===== src/rtl/multdiv_sequencer.sv =====
// multdiv_sequencer: execute-stage controller for the shared mult/div unit.
// It latches one request, pulses start, stalls until ready, then delivers the
// result. An exception or a watchdog timeout turns the result into a
// $rstatus code that is written to r30.
module multdiv_sequencer #(
  parameter int TIMEOUT  = 64,
  parameter int EXC_MULT = 4,
  parameter int EXC_DIV  = 5,
  parameter int RSTATUS  = 30
) (
  input  logic        clk_i,
  input  logic        rst_i,
  input  logic        req_valid_i,
  input  logic        req_op_i,
  input  logic [31:0] req_a_i,
  input  logic [31:0] req_b_i,
  input  logic [4:0]  req_rd_i,
  input  logic        flush_i,
  output logic        md_ctrl_MULT_o,
  output logic        md_ctrl_DIV_o,
  output logic [31:0] md_operandA_o,
  output logic [31:0] md_operandB_o,
  input  logic [31:0] md_result_i,
  input  logic        md_exception_i,
  input  logic        md_resultRDY_i,
  output logic        stall_o,
  output logic        res_valid_o,
  output logic [31:0] res_data_o,
  output logic [4:0]  res_rd_o,
  output logic        res_exc_o,
  output logic        err_timeout_o
);

  localparam int WDW = ($clog2(TIMEOUT + 1) > 6) ? $clog2(TIMEOUT + 1) : 6;
  localparam logic [WDW-1:0] WD_LAST = WDW'(TIMEOUT - 1);
  localparam logic [WDW-1:0] WD_MAX  = WDW'(TIMEOUT);

  typedef enum logic [2:0] {S_IDLE, S_ISSUE, S_BUSY, S_DRAIN, S_DONE} state_e;

  state_e          state_q, state_d;
  logic            op_q;
  logic [31:0]     a_q, b_q;
  logic [4:0]      rd_q;
  logic [31:0]     res_data_q;
  logic [4:0]      res_rd_q;
  logic            res_exc_q;
  logic [WDW-1:0]  wd_q, wd_d;
  logic            err_q;

  logic accept, capture, cap_fault, wd_inc, err_set, wd_hit, fault;

  // Next-state and per-state outputs.
  always_comb begin
    state_d        = state_q;
    accept         = 1'b0;
    capture        = 1'b0;
    cap_fault      = 1'b0;
    wd_inc         = 1'b0;
    err_set        = 1'b0;
    md_ctrl_MULT_o = 1'b0;
    md_ctrl_DIV_o  = 1'b0;
    stall_o        = 1'b0;
    res_valid_o    = 1'b0;
    // This is the TIMEOUT-th BUSY/DRAIN cycle. '>=' also covers a saturated
    // count carried into DRAIN.
    wd_hit         = (wd_q >= WD_LAST);
    case (state_q)
      S_IDLE: begin
        if (req_valid_i && !flush_i) begin
          accept  = 1'b1;
          stall_o = 1'b1;
          state_d = S_ISSUE;
        end
      end
      S_ISSUE: begin
        md_ctrl_MULT_o = ~op_q;
        md_ctrl_DIV_o  = op_q;
        stall_o        = 1'b1;
        state_d        = flush_i ? S_DRAIN : S_BUSY;
      end
      S_BUSY: begin
        stall_o = 1'b1;
        wd_inc  = 1'b1;
        if (flush_i) begin
          // A result that arrives in the same cycle as flush is dropped.
          state_d = md_resultRDY_i ? S_IDLE : S_DRAIN;
        end else if (md_resultRDY_i) begin
          capture = 1'b1;
          state_d = S_DONE;
        end else if (wd_hit) begin
          capture   = 1'b1;
          cap_fault = 1'b1;
          err_set   = 1'b1;
          state_d   = S_DONE;
        end
      end
      S_DRAIN: begin
        stall_o = req_valid_i;
        wd_inc  = 1'b1;
        if (md_resultRDY_i) begin
          state_d = S_IDLE;
        end else if (wd_hit) begin
          err_set = 1'b1;
          state_d = S_IDLE;
        end
      end
      S_DONE: begin
        res_valid_o = ~flush_i;
        state_d     = S_IDLE;
      end
      default: state_d = S_IDLE;
    endcase
  end

  assign fault = cap_fault | md_exception_i;

  // Watchdog: cleared when a request is accepted, counts BUSY/DRAIN cycles,
  // and saturates.
  always_comb begin
    wd_d = wd_q;
    if (accept)                       wd_d = '0;
    else if (wd_inc && wd_q != WD_MAX) wd_d = wd_q + 1'b1;
  end

  // State, latched request, captured result and sticky error.
  always_ff @(posedge clk_i or posedge rst_i) begin
    if (rst_i) begin
      state_q    <= S_IDLE;
      op_q       <= 1'b0;
      a_q        <= '0;
      b_q        <= '0;
      rd_q       <= '0;
      res_data_q <= '0;
      res_rd_q   <= '0;
      res_exc_q  <= 1'b0;
      wd_q       <= '0;
      err_q      <= 1'b0;
    end else begin
      state_q <= state_d;
      wd_q    <= wd_d;
      if (accept) begin
        op_q <= req_op_i;
        a_q  <= req_a_i;
        b_q  <= req_b_i;
        rd_q <= req_rd_i;
      end
      if (capture) begin
        res_data_q <= fault ? (op_q ? 32'(EXC_DIV) : 32'(EXC_MULT)) : md_result_i;
        res_rd_q   <= fault ? 5'(RSTATUS) : rd_q;
        res_exc_q  <= fault;
      end
      if (err_set) err_q <= 1'b1;
    end
  end

  assign md_operandA_o = a_q;
  assign md_operandB_o = b_q;
  assign res_data_o    = res_data_q;
  assign res_rd_o      = res_rd_q;
  assign res_exc_o     = res_exc_q;
  assign err_timeout_o = err_q;

endmodule

===== config.mk =====
export PLATFORM = sky130hd
export DESIGN_NAME = multdiv_sequencer
export DESIGN_NICKNAME = d
export VERILOG_FILES = /design/src/rtl/multdiv_sequencer.sv
export SDC_FILE = /design/constraint.sdc
export NUM_CORES = 1
export LEC_CHECK = 0
export CAP_MARGIN = 25
export CELL_PAD_IN_SITES_DETAIL_PLACEMENT = 0
export CELL_PAD_IN_SITES_GLOBAL_PLACEMENT = 1
export CORE_MARGIN = 3
export CORE_UTILIZATION = 33
export DETAILED_ROUTE_END_ITERATION = 12
export GPL_TIMING_DRIVEN = 0
export PLACE_DENSITY = 0.83
export SLEW_MARGIN = 20
export SYNTH_ARGS = -nofsm -noshare
export SYNTH_HDL_FRONTEND = slang
export SYNTH_SLANG_ARGS = --single-unit

===== constraint.sdc =====
create_clock -name clk_i -period 11.6 [get_ports clk_i]
set_clock_uncertainty 0.1 [all_clocks]
set_input_delay 3.48 -clock clk_i [delete_from_list [all_inputs] [get_ports clk_i]]
set_output_delay 3.48 -clock clk_i [all_outputs]
set_load 0.005 [all_outputs]

==> results by group <==
Placed design
  – GPL Wtd Cong: 0.888
  – Port bufs: 214
  – # placed instances: 848
  – Hpwl dp: 9950 µm

Die
  – Row count: 42
  – Die footprint: 0.0156 mm²
  – Die height: 125 µm
  – Core Region: 0.0136 mm²
  – Effective utilization at floorplan: 34.4%
  – Die Wd: 125 µm
  – I/O pin count: 215

Clock tree
  – Clock tree buffer depth: 2
  – Hold_buf cts: 0
  – Clock Sinks: 119
  – Reg clk slew, reported paths: 0.05 ns
  – CTS Buf Count: 17
  – Cts repair resizes: 0
  – Post-CTS setup buffers: 0
  – CTS Root Cell: clkbuf_16
  – CTS tree: yes
  – CTS H-Tree Depth: 4
  – Latest clock arrival within the worst-skew pair: 0.40 ns

STA
  – Final setup violation count: 0
  – Pins Over Slew Limit: 0
  – Worst relative slew slack: 67.3%
  – Fin Hold WS: 0.364 ns
  – RSZ-0062 raised after global routing: no
  – F_max: 0.115 GHz
  – TNS Setup: 0 ns
  – Final period utilization: 74.8%
  – Pin slew with the least headroom to its limit: 0.489 ns
  – Crit path time final: 8.67 ns
  – Final Hold Fails: 0

Final layout
  – Layout cell share with drive strength beyond 1: 7.67%
  – Fin util: 56.3%
  – Ant. Diodes: 0
  – Layout area overhead: 63.5%
  – Non-filler cells, final: 880
  – Nets: 801

Power and ir drop
  – PD cells: 245 mW/mm²
  – VDD IR max: 0.000102 V
  – Leak Pwr: 3.62 nW

Critical path
  – Top delay family on crit path: buffers and inverters
  – Startpoint Class: input pin
  – Arr. time, crit path: 5.09 ns
  – Most used cell, CP: clkdlybuf4s50_1
  – Cell Chain, Critical Path: clkdlybuf4s50_1 > nor2_1 > nor3_1 > a311oi_1 > clkdlybuf4s50_1
  – Slowest stage delay, CP: 0.56 ns
  – Max FO, Critical Path: 7
  – Critical path's slowest cell: clkdlybuf4s50_1
  – CP required: 8.02 ns
  – Crit end category: output pin
  – Worst Path Buf+Inv: 2
  – R2R setup slack: 9.64 ns
  – Kind of critical path: in -> out

Route
  – Routed len/inst: 15.2 µm
  – Starting DRT DRC Count: 217
  – DR vias/cell: 4.62
  – # DRC: 0
  – Post-Route WL: 13400 µm
  – Drt first pass iters: 6
  – Vias: 4065
  – Final ANT Viol Nets: 0

Synth
  – Seq cells post-synth: 119
  – Yosys Warn Count: 0
  – Seq/Total Area, Yosys: 63.8%
  – Mapped Avg Cell Area: 10.2 µm²
  – Synthesized Nets: 567
  – Synth Instances: 457
  – Synth unique cells: 38
  – Mapped Area: 0.00467 mm²

GRT
  – Initial antenna violation count: 0
  – First-pass GRT wire length: 21700 µm
  – Grt total ovfl: 0
  – Total Routing Usage GR: 17.5%
  – Vias in the first global route: 4213
  – Largest net degree at the start of global routing: 74

Run status
  – Status: completed

Job
  – Max-cap violations: 0

Hold path
  – Min-Delay Path Class: reg -> reg
cell type report:
cell class              instances  area [µm²]
clock buffers                  23         468
repair buffers                215        2170
multi-input cells             305        1530
inverters                       9        38.8
plain buffers                  24         133
flip-flops and latches        119        2980
clock inverters                 9         100
well taps                     176         220
fillers                      1169        5930
worst register-to-register path, cell delays in order (launching register included):
cell and delay (ns):
dfrtp_1 0.35, buf_2 0.17, nor3_1 0.26, nor3b_2 0.35, buf_4 0.25, buf_2 0.25
nand2_1 0.11, nand2_1 0.06
logic make-up after synthesis:
logic type / Yosys count / synth area share (%)
buffers and inverters: 33 / 3.56
flip-flops: 119 / 63.8
AO/OA/AOI/OAI: 51 / 9.08
XOR/XNOR: 4 / 0.750
multiplexers: 4 / 0.857
AND/OR/NAND/NOR: 244 / 21.4
adder cells (fa/ha/maj): 2 / 0.536
cell usage after synthesis, drive strengths merged:
cell     instances  area, µm²
nand3b           2       15.0
a22o            31        272
a311oi           2       17.5
inv              9       33.8
a21oi            3       15.0
or4              2       15.0
a21o             3       22.5
and3b            1       8.76
nand4            2       12.5
o22a             5       43.8
nor2            11       41.3
o31ai            2       15.0
xor2             3       26.3
ha               2       25.0
and4             1       8.76
or3              1       6.26
nor3             2       10.0
nor3b            3       38.8
or3b             1       8.76
clkbuf           7       26.3
dfrtp          119       2980
nand2          213        800
nand2b           1       6.26
and2             1       6.26
xnor2            1       8.76
nand3            2       10.0
nor2b            1       13.8
buf             17        106
mux2i            4       40.0
o21ai            3       22.5
o21a             1       7.51
a2bb2oi          1       8.76
stage by stage:
step | setup WS [ns] | power (mW) | instance area [µm²]
2_1_floorplan | 4.09 | 0.935 | 4670
3_5_place_dp | 2.93 | 1.39 | 7060
6_report | 2.93 | 1.87 | 7630
3_3_place_gp | 2.99 | 1.37 | 7030
4_1_cts | 2.93 | 1.90 | 7630
5_1_grt | 2.91 | 2.00 | 7630
flip-flops by register name (all words and copies together), names as in the netlist:
register       cells
md_operandA_o     32
md_operandB_o     32
res_data_o        32
wd_q               7
rd_q               5
res_rd_o           5
state_q            3
err_timeout_o      1
op_q               1
res_exc_o          1
worst paths after layout:
check	from	end	cells after the start
worst max-delay path	flush_i	stall_o	5
worst min-delay path	err_timeout_o	err_timeout_o	1
worst max register to register	state_q[0]	md_operandA_o[29]	7
worst min register to register	err_timeout_o	err_timeout_o	1
max in group asynchronous	rst_i	state_q[1]	3
min in group asynchronous	rst_i	md_operandB_o[11]	2
per-layer routing:
layer	track usage (%)	part of all wire, %
met4	6.12	1.1
met3	7.33	9.1
met2	28.3	47
met1	21.3	43
met5	0	0
power by group:
group,internal (mW),total [mW],switching (mW)
clock,0.325,0.498,0.173
combinational,0.422,0.676,0.254
sequential,0.594,0.695,0.101
layout by cell type, fill, tap and decap left out, types with 3 or more instances in the layout:
| cell type | instances |
|---|---|
| clkdlybuf4s50_1 | 214 |
| nand2_1 | 213 |
| dfrtp_1 | 119 |
| a22o_1 | 31 |
| clkbuf_16 | 17 |
| buf_2 | 13 |
| clkbuf_1 | 11 |
| nor2_1 | 11 |
| inv_1 | 7 |
| o22a_1 | 5 |
| clkinv_2 | 5 |
| mux2i_1 | 4 |
| a21o_1 | 3 |
| a21oi_1 | 3 |
| xor2_1 | 3 |
| buf_6 | 3 |
(Power assumes the default switching activity.)
